### src/rtl/asteroids_pkg.sv
// Shared types for the Asteroids top level: fire-button and torpedo-slot state encodings.
package asteroids_pkg;

  typedef enum logic [1:0] {REL, DEB, HELD} fire_st_t;
  typedef enum logic {IDLE, FLY} slot_st_t;

  localparam int unsigned CntW = 8;
  localparam int unsigned DebW = 4;

endpackage

### src/rtl/prio_enc.sv
// Lowest-index priority encoder: one-hot grant of the lowest set request bit.
module prio_enc #(
  parameter int unsigned N = 4
) (
  input  logic [N-1:0] req,
  output logic [N-1:0] grant,
  output logic         found
);

  always_comb begin
    grant = '0;
    found = 1'b0;
    for (int i = 0; i < N; i++) begin
      if (req[i] && !found) begin
        grant[i] = 1'b1;
        found    = 1'b1;
      end
    end
  end

endmodule

### src/rtl/torpedo_pool_ctrl.sv
// Central torpedo allocator: debounced fire, single/auto shot, lowest-free-slot launch,
// refire cooldown and per-slot lifetime / hit / off-screen retirement.
module torpedo_pool_ctrl
  import asteroids_pkg::*;
#(
  parameter int unsigned T_NUM           = 4,
  parameter int unsigned LIFE_FRAMES     = 60,
  parameter int unsigned COOLDOWN_FRAMES = 8,
  parameter int unsigned DEB_FRAMES      = 2,
  parameter bit          AUTO_FIRE       = 1'b0
) (
  input  logic                         clk,
  input  logic                         reset,
  input  logic                         vsync_pulse,
  input  logic                         fire,
  input  logic                         enable,
  input  logic [T_NUM-1:0]             hit,
  input  logic [T_NUM-1:0]             offscreen,
  output logic [T_NUM-1:0]             launch,
  output logic [T_NUM-1:0]             active,
  output logic [$clog2(T_NUM+1)-1:0]   active_cnt,
  output logic                         dropped
);

  localparam int unsigned         CntOutW    = $clog2(T_NUM + 1);
  localparam logic [DebW-1:0]     DebTarget  = DebW'(DEB_FRAMES);
  localparam logic [CntW-1:0]     LifeLoad   = CntW'(LIFE_FRAMES);
  localparam logic [CntW-1:0]     CoolLoad   = CntW'(COOLDOWN_FRAMES);

  fire_st_t          fire_st_q, fire_st_d;
  logic [DebW-1:0]   deb_cnt_q, deb_cnt_d, deb_inc;
  logic              pend_q, pend_d;
  logic [CntW-1:0]   cool_q, cool_d;
  logic              req;
  logic [T_NUM-1:0]  grant;
  logic              found;
  logic              serve, do_launch, do_drop;

  // Allocation looks at the registered active vector, so a slot retiring this cycle
  // is not handed out again until the next one.
  prio_enc #(
    .N (T_NUM)
  ) u_prio_enc (
    .req   (~active),
    .grant (grant),
    .found (found)
  );

  assign serve     = pend_q && enable && (cool_q == '0);
  assign do_launch = serve && found;
  assign do_drop   = serve && !found;
  assign deb_inc   = (deb_cnt_q == '1) ? deb_cnt_q : deb_cnt_q + 1'b1;

  always_comb begin
    fire_st_d = fire_st_q;
    deb_cnt_d = deb_cnt_q;
    req       = 1'b0;
    if (vsync_pulse) begin
      unique case (fire_st_q)
        REL: begin
          if (fire) begin
            if (DEB_FRAMES == 1) begin
              fire_st_d = HELD;
              req       = 1'b1;
            end else begin
              fire_st_d = DEB;
            end
            deb_cnt_d = DebW'(1);
          end
        end
        DEB: begin
          if (fire) begin
            deb_cnt_d = deb_inc;
            if (deb_inc >= DebTarget) begin
              fire_st_d = HELD;
              req       = 1'b1;
            end
          end else begin
            fire_st_d = REL;
            deb_cnt_d = '0;
          end
        end
        HELD: begin
          if (!fire) begin
            fire_st_d = REL;
            deb_cnt_d = '0;
          end else if (AUTO_FIRE && (cool_q == '0) && !pend_q) begin
            req = 1'b1;
          end
        end
        default: begin
          fire_st_d = REL;
          deb_cnt_d = '0;
        end
      endcase
    end
    if (!enable) begin
      fire_st_d = REL;
      deb_cnt_d = '0;
      req       = 1'b0;
    end
  end

  // A request arriving as the previous one is served starts a fresh request.
  always_comb begin
    pend_d = pend_q;
    if (serve)   pend_d = 1'b0;
    if (req)     pend_d = 1'b1;
    if (!enable) pend_d = 1'b0;
  end

  always_comb begin
    cool_d = cool_q;
    if (do_launch) begin
      cool_d = CoolLoad;
    end else if (vsync_pulse && (cool_q != '0)) begin
      cool_d = cool_q - 1'b1;
    end
  end

  always_ff @(posedge clk) begin
    if (reset) begin
      fire_st_q <= REL;
      deb_cnt_q <= '0;
      pend_q    <= 1'b0;
      cool_q    <= '0;
      launch    <= '0;
      dropped   <= 1'b0;
    end else begin
      fire_st_q <= fire_st_d;
      deb_cnt_q <= deb_cnt_d;
      pend_q    <= pend_d;
      cool_q    <= cool_d;
      launch    <= do_launch ? grant : '0;
      dropped   <= do_drop;
    end
  end

  for (genvar i = 0; i < T_NUM; i++) begin : g_slot
    slot_st_t        st_q, st_d;
    logic [CntW-1:0] life_q, life_d;

    always_comb begin
      st_d   = st_q;
      life_d = life_q;
      unique case (st_q)
        IDLE: begin
          if (do_launch && grant[i]) begin
            st_d   = FLY;
            life_d = LifeLoad;
          end
        end
        FLY: begin
          if (vsync_pulse && (life_q != '0)) life_d = life_q - 1'b1;
          // The last frame tick and a hit in the same cycle collapse into one retire.
          if (hit[i] || offscreen[i] || (vsync_pulse && (life_q <= CntW'(1)))) begin
            st_d   = IDLE;
            life_d = '0;
          end
        end
      endcase
    end

    always_ff @(posedge clk) begin
      if (reset) begin
        st_q   <= IDLE;
        life_q <= '0;
      end else begin
        st_q   <= st_d;
        life_q <= life_d;
      end
    end

    assign active[i] = (st_q == FLY);
  end

  always_comb begin
    active_cnt = '0;
    for (int i = 0; i < T_NUM; i++) begin
      active_cnt = active_cnt + CntOutW'(active[i]);
    end
  end

endmodule
### config.mk
export PLATFORM = sky130hd
export DESIGN_NAME = torpedo_pool_ctrl
export DESIGN_NICKNAME = d
export VERILOG_FILES = /design/src/rtl/asteroids_pkg.sv /design/src/rtl/prio_enc.sv /design/src/rtl/torpedo_pool_ctrl.sv
export SDC_FILE = /design/constraint.sdc
export NUM_CORES = 1
export LEC_CHECK = 0
export ABC_AREA = 1
export ABC_CLOCK_PERIOD_IN_PS = 2500
export CAP_MARGIN = 20
export CORE_ASPECT_RATIO = 0.8
export CORE_MARGIN = 3
export CORE_UTILIZATION = 59
export DETAILED_ROUTE_END_ITERATION = 10
export PLACE_DENSITY = 0.8
export SETUP_SLACK_MARGIN = 0.4
export SYNTH_ARGS = -nofsm -noshare
export SYNTH_HDL_FRONTEND = slang
export SYNTH_SLANG_ARGS = --single-unit
### constraint.sdc
create_clock -name clk -period 2.5 [get_ports clk]
set_clock_uncertainty 0.1 [all_clocks]
set_input_delay 0.25 -clock clk [delete_from_list [all_inputs] [get_ports clk]]
set_output_delay 0.25 -clock clk [all_outputs]
set_load 0.1 [all_outputs]
=== Word level (Yosys, flattened, before mapping) ===
Cells that the tools add are included.
Widths: inputs -> output; s select.

* Reductions and logical operators: 50
* Equal/unequal tests: 14
* Shift-type cells: 0
* $mul: 0
* Mux-type cells: 54
* Order comparisons: 5
* Bitwise operators: 7
* $add $sub $neg: 9
* Div/mod/pow operators: 0

{| class="wikitable"
|+ Operator list
! operator !! count
|-
| $mux 8 || 12
|-
| $pmux 8 s2 || 4
|-
| $reduce_bool 8->1 || 5
|-
| $sub 8x1->8 const B || 5
|-
| $le 8x1->1 const B || 4
|-
| $mux 4 || 6
|-
| $mux 1 || 22
|-
| $logic_and 1x1->1 || 20
|-
| $ne 2x2->1 const B || 6
|-
| $ne 3x1->1 const B || 4
|-
| $pmux 4 s3 || 1
|-
| $logic_not 8->1 || 1
|-
| $logic_or 1x1->1 || 8
|-
| $mux 2 || 4
|-
| $pmux 1 s2 || 4
|-
| $reduce_and 2->1 || 4
|-
| $not 1->1 || 6
|-
| $pmux 2 s3 || 1
|-
| $reduce_or 2->1 || 3
|-
| $add 4x1->4 const B || 1
|-
| $eq 4x4->1 const B || 1
|-
| $ge 4x2->1 const B || 1
|-
| $logic_not 1->1 || 4
|-
| $not 4->4 || 1
|-
| other kinds (10) || 11
|}

* ROM bits: 0
* Word-level logic and storage cells: 154
* Memory bits (writable): 0
* Input bits: 13
* Output and inout port bits: 12
* Latch bits: 0
* Register bits after elaboration: 56
* Memories kept: 0

=== Depth between registers and ports, before layout ===
* Word-level depth: 15
* Gate-level depth with buffers: 13
* Gate-level depth less buffers: 12

=== Modules after synthesis ===
From an unflattened synthesis, not the netlist that was laid out.

* Cells, all modules: 535
* Area total of the unflattened synthesis: 3410.8 um^2

{| class="wikitable"
|+ Modules (own cells, without submodules)
! module !! area each (um^2) !! cells each !! times used
|-
| torpedo_pool_ctrl || 3364.5 || 525 || 1
|-
| prio_enc || 46.3 || 10 || 1
|}

=== Least setup slack after synthesis ===
No wires, ideal clock.

* Path type: register to output
* Start: register g_slot[0].st_q
* End: output active_cnt[1]
* Arrival time: 2187 ps
* Setup slack: -37 ps
* Stages on the path, launching flop included: 6
* Path buffers: 0
* Data required time: 2150 ps
* Cells stage by stage: dfxtp_1 inv_1 fa_1 inv_1 ha_1 ha_1

* Cells in the longest elaborated chain, start to end: 3

{| class="wikitable"
|+ RTL lines
! element !! RTL line !! source
|-
| start, declared || torpedo_pool_ctrl.sv:140 || <nowiki>slot_st_t st_q, st_d;</nowiki>
|-
| start signal, assigned || torpedo_pool_ctrl.sv:169 || <nowiki>st_q <= st_d;</nowiki>
|-
| $add 1x1->2 || torpedo_pool_ctrl.sv:180 || <nowiki>active_cnt = active_cnt + CntOutW'(active[i]);</nowiki>
|-
| $add 2x1->3 || torpedo_pool_ctrl.sv:180 ||
|-
| $add 3x1->3 || torpedo_pool_ctrl.sv:180 ||
|-
| end, declared || torpedo_pool_ctrl.sv:21 || <nowiki>output logic [$clog2(T_NUM+1)-1:0] active_cnt,</nowiki>
|}

No other way between the ends.

=== Final worst setup path ===
* Start: register g_slot[1].st_q
* End: output active_cnt[1]

* Cells in the longest elaborated chain, start to end: 3

{| class="wikitable"
|+ RTL lines
! element !! RTL line
|-
| start, declared || torpedo_pool_ctrl.sv:140
|-
| start signal, assigned || torpedo_pool_ctrl.sv:169
|-
| $add 1x1->2 || torpedo_pool_ctrl.sv:180
|-
| $add 2x1->3 || torpedo_pool_ctrl.sv:180
|-
| $add 3x1->3 || torpedo_pool_ctrl.sv:180
|}

No other way between the ends.

==> metrics.cfg <==
[run_status]
status = finished, final reports clean

[worst_setup_path]
crit_buf_inv = 3
rr_startpoint = g_slot[1].st_q
end_kind = output port
crit_fanout = 2
crit_family = adder cells
cp-start-kind = flip-flop
crit_top_cell = ha_4
critPathMaxStageDelay_ns = 0.54
crit_required_ns = 2.15
crit_slowest_cell = fa_1
criticalPathCategory = flip-flop to output port
rrSetupSlack_ns = 0.60
r2r_cells = 12
r2r_end = g_slot[0].life_q[2]
cp_cell_sequence = inv_4, fa_1, inv_2, ha_4, ha_4, buf_12
arrival_ns = 1.90

[clock_network]
cts_buffers = 5
cts.sinks = 56
clk-insertion-delay-late_ns = 0.32
cts_tree = built
h-tree-depth = 2
cts_root_buffer = clkbuf_8
hold_buffers = 0
clkTransAtPathRegs_ns = 0.10
clock_path_buffers = 2

[detailed_routing]
vias = 3504
drc_errors = 0
vias_per_cell = 5.21
antenna_left = 0
wirelength_um = 8080
drtIter0Drc = 124
drtPass1Iterations = 5
routedWlPerCell_um = 12.0

[logic_synthesis]
syn_inst = 565
syn_avg_cell_area_um2 = 6.33
ys_seq_area_share_pct = 31.4
syn_area_mm2 = 0.00358
synthTopCellsByCount = 154 x nand2_1, 111 x nor2_1, 70 x inv_1
yosys_warnings = 0
ys_ff_latch = 56
yosysMostFrequentCell = nand2_1
synth_ff_type = dfxtp_1
syn-num-nets = 594
yosysUniqueCellTypes = 32
synthArstFlopShare_pct = 0
synth_area_leaders = dfxtp_1 31%, nand2_1 16%, nor2_1 12%
synth_top_cell_area_share_pct = 31.4
yosysTopAreaCell = dfxtp_1
synth_edf_count = 0

[timing]
slew_headroom_pct = 71.4
finalCritPeriodShare_pct = 90.1
tightest_slew_ns = 0.429
min_period_ns = 2.25
hold_viol = 0
tns_ns = 0
drv_slew = 0
setup_viol = 0
max_freq_ghz = 0.444
rsz0062_at_grt = true

[power]
power.density_mw_per_mm2 = 545
pwr-share-comb_pct = 28.1
p_sw_uw = 731
clkPwrFrac_pct = 27.0
p_sw_share_pct = 33.1
p_int_mw = 1.47
vdd_ir_drop_max_uv = 610
p_leak_nw = 1.93
share_seq_of_total_power_pct = 44.9

[finish]
num-nets-final = 622
multi_input_area_mm2 = 0.00214
final_util_pct = 71.7
drive_above_1_share_pct = 10.9
filler_cell_count = 489
seq_area_mm2 = 0.00113
n_antenna_cell = 0
area_delta_synth_final_pct = 13.2

[min_path]
worstHoldStart = pend_q
min_path_cells = 2
whs_endpoint = pend_q
hold_path_class = flip-flop to flip-flop

[floorplan]
dieWidth_um = 93.0
num_rows = 24
start_util_pct = 63.3
core_area_mm2 = 0.00565
die_y_um = 75.6
die_area_mm2 = 0.00704
io_pins = 25

[global_routing]
grt_pass1_vias = 3085
antenna_found_initial = 0
grt_first_pass_wirelength_um = 13700
gr-total-overflow = 0
track_usage_pct = 24.0
grt_max_degree = 18

[flow_run]
maxCapViolations = 0

[placement]
io_buffer_count = 24
hpwl_um = 6000
gp_congestion = 0.865

[cell families (layout without fill, tap and decap cells)]
logic type / Yosys count / after routing / synth area share (%)
simple gates: 339 / 339 / 41.1
buf+inv: 81 / 110 / 9.73
compound gates: 62 / 62 / 9.31
flops: 56 / 56 / 31.4
fa+ha+maj: 16 / 16 / 5.81
xor+xnor: 11 / 11 / 2.69
[cells in the final DEF (no fill, tap or decap), drive strengths merged, types with 12 or more instances in the layout]
cell,synthesis,routed
clkdlybuf4s50,0,12
buf,7,20
a21oi,32,32
o21ai,26,26
nor2,115,115
nand3,39,39
ha,15,15
inv,70,70
nand2,167,167
dfxtp,56,56
[metrics by stage]
stage | hold slack (ns) | cells | power [mW] | instance area, um^2 | worst slack (ns)
2_1_floorplan | 0.310 | 565 | 1.51 | 3600 | 0.355
3_3_place_gp | 0.350 | 660 | 1.61 | 3890 | 0.376
3_5_place_dp | 0.364 | 660 | 1.63 | 3890 | 0.306
4_1_cts | 0.379 | 671 | 2.21 | 4040 | 0.242
5_1_grt | 0.411 | 672 | 2.32 | 4050 | 0.183
6_report | 0.385 | 672 | 2.21 | 4050 | 0.249
[worst register-to-register path: stages, from the launching register on]
cell and delay [ns]:
dfxtp_2 0.35, buf_4 0.13, buf_4 0.16, ha_1 0.19, nand2_1 0.07, inv_1 0.07
nand2_2 0.12, nand3_2 0.15, nand2_1 0.13, nand2_2 0.12, nand2_1 0.09, nand2_1 0.06
a21oi_2 0.11
[power by group through the flow]
stage	sequential [mW]	clock [mW]	combinational (mW)
global route	0.997	0.634	0.690
global placement	1.01	0	0.599
CTS	0.988	0.606	0.618
floorplan	1.00	0	0.505
detailed placement	1.01	0	0.617
finish	0.991	0.595	0.620
[sequential cells by signal (all words and copies together) (netlist names)]
register,count
g_slot.life_q,32
cool_q,8
deb_cnt_q,4
g_slot.st_q,4
launch,4
fire_st_q,2
dropped,1
pend_q,1
[worst max-delay path by stage]
stage | slack, ns | depth (start not counted) | endpoint | from
floorplan | 0.35 | 5 | active_cnt[1] | g_slot[0].st_q
global placement | 0.38 | 10 | g_slot[0].life_q[7] | vsync_pulse
detailed placement | 0.31 | 10 | g_slot[0].life_q[7] | vsync_pulse
CTS | 0.24 | 6 | active_cnt[1] | g_slot[3].st_q
global route | 0.18 | 6 | active_cnt[1] | g_slot[1].st_q
finish | 0.25 | 6 | active_cnt[1] | g_slot[1].st_q
[area by class of cell]
cell class              instances  share of cell area [%]
inverters                      70                    6.74
well taps                      78                    2.41
repair buffers                 32                    7.60
flip-flops and latches         56                    27.8
clock buffers                   6                    1.79
clock inverters                 2                   0.865
multi-input cells             428                    52.8
[per-layer routing]
layer | GRT usage, % | vias up | wire length [um]
met3 | 3.85 | 7 | 509
met2 | 40.2 | 111 | 3730
met4 | 7.32 | 0 | 65
met5 | 0 | - | 0
li1 | - | 1822 | -
met1 | 32.4 | 1564 | 3770
[repair_timing]
| item | in CTS | in global routing |
|---|---|---|
| gates resized for setup | 12 | 4 |
| setup endpoints to repair | 3 | 10 |
| pin swaps | 2 | 1 |
| setup buffers | 3 | 1 |
No activity file was read; power rests on OpenSTA's default activity.
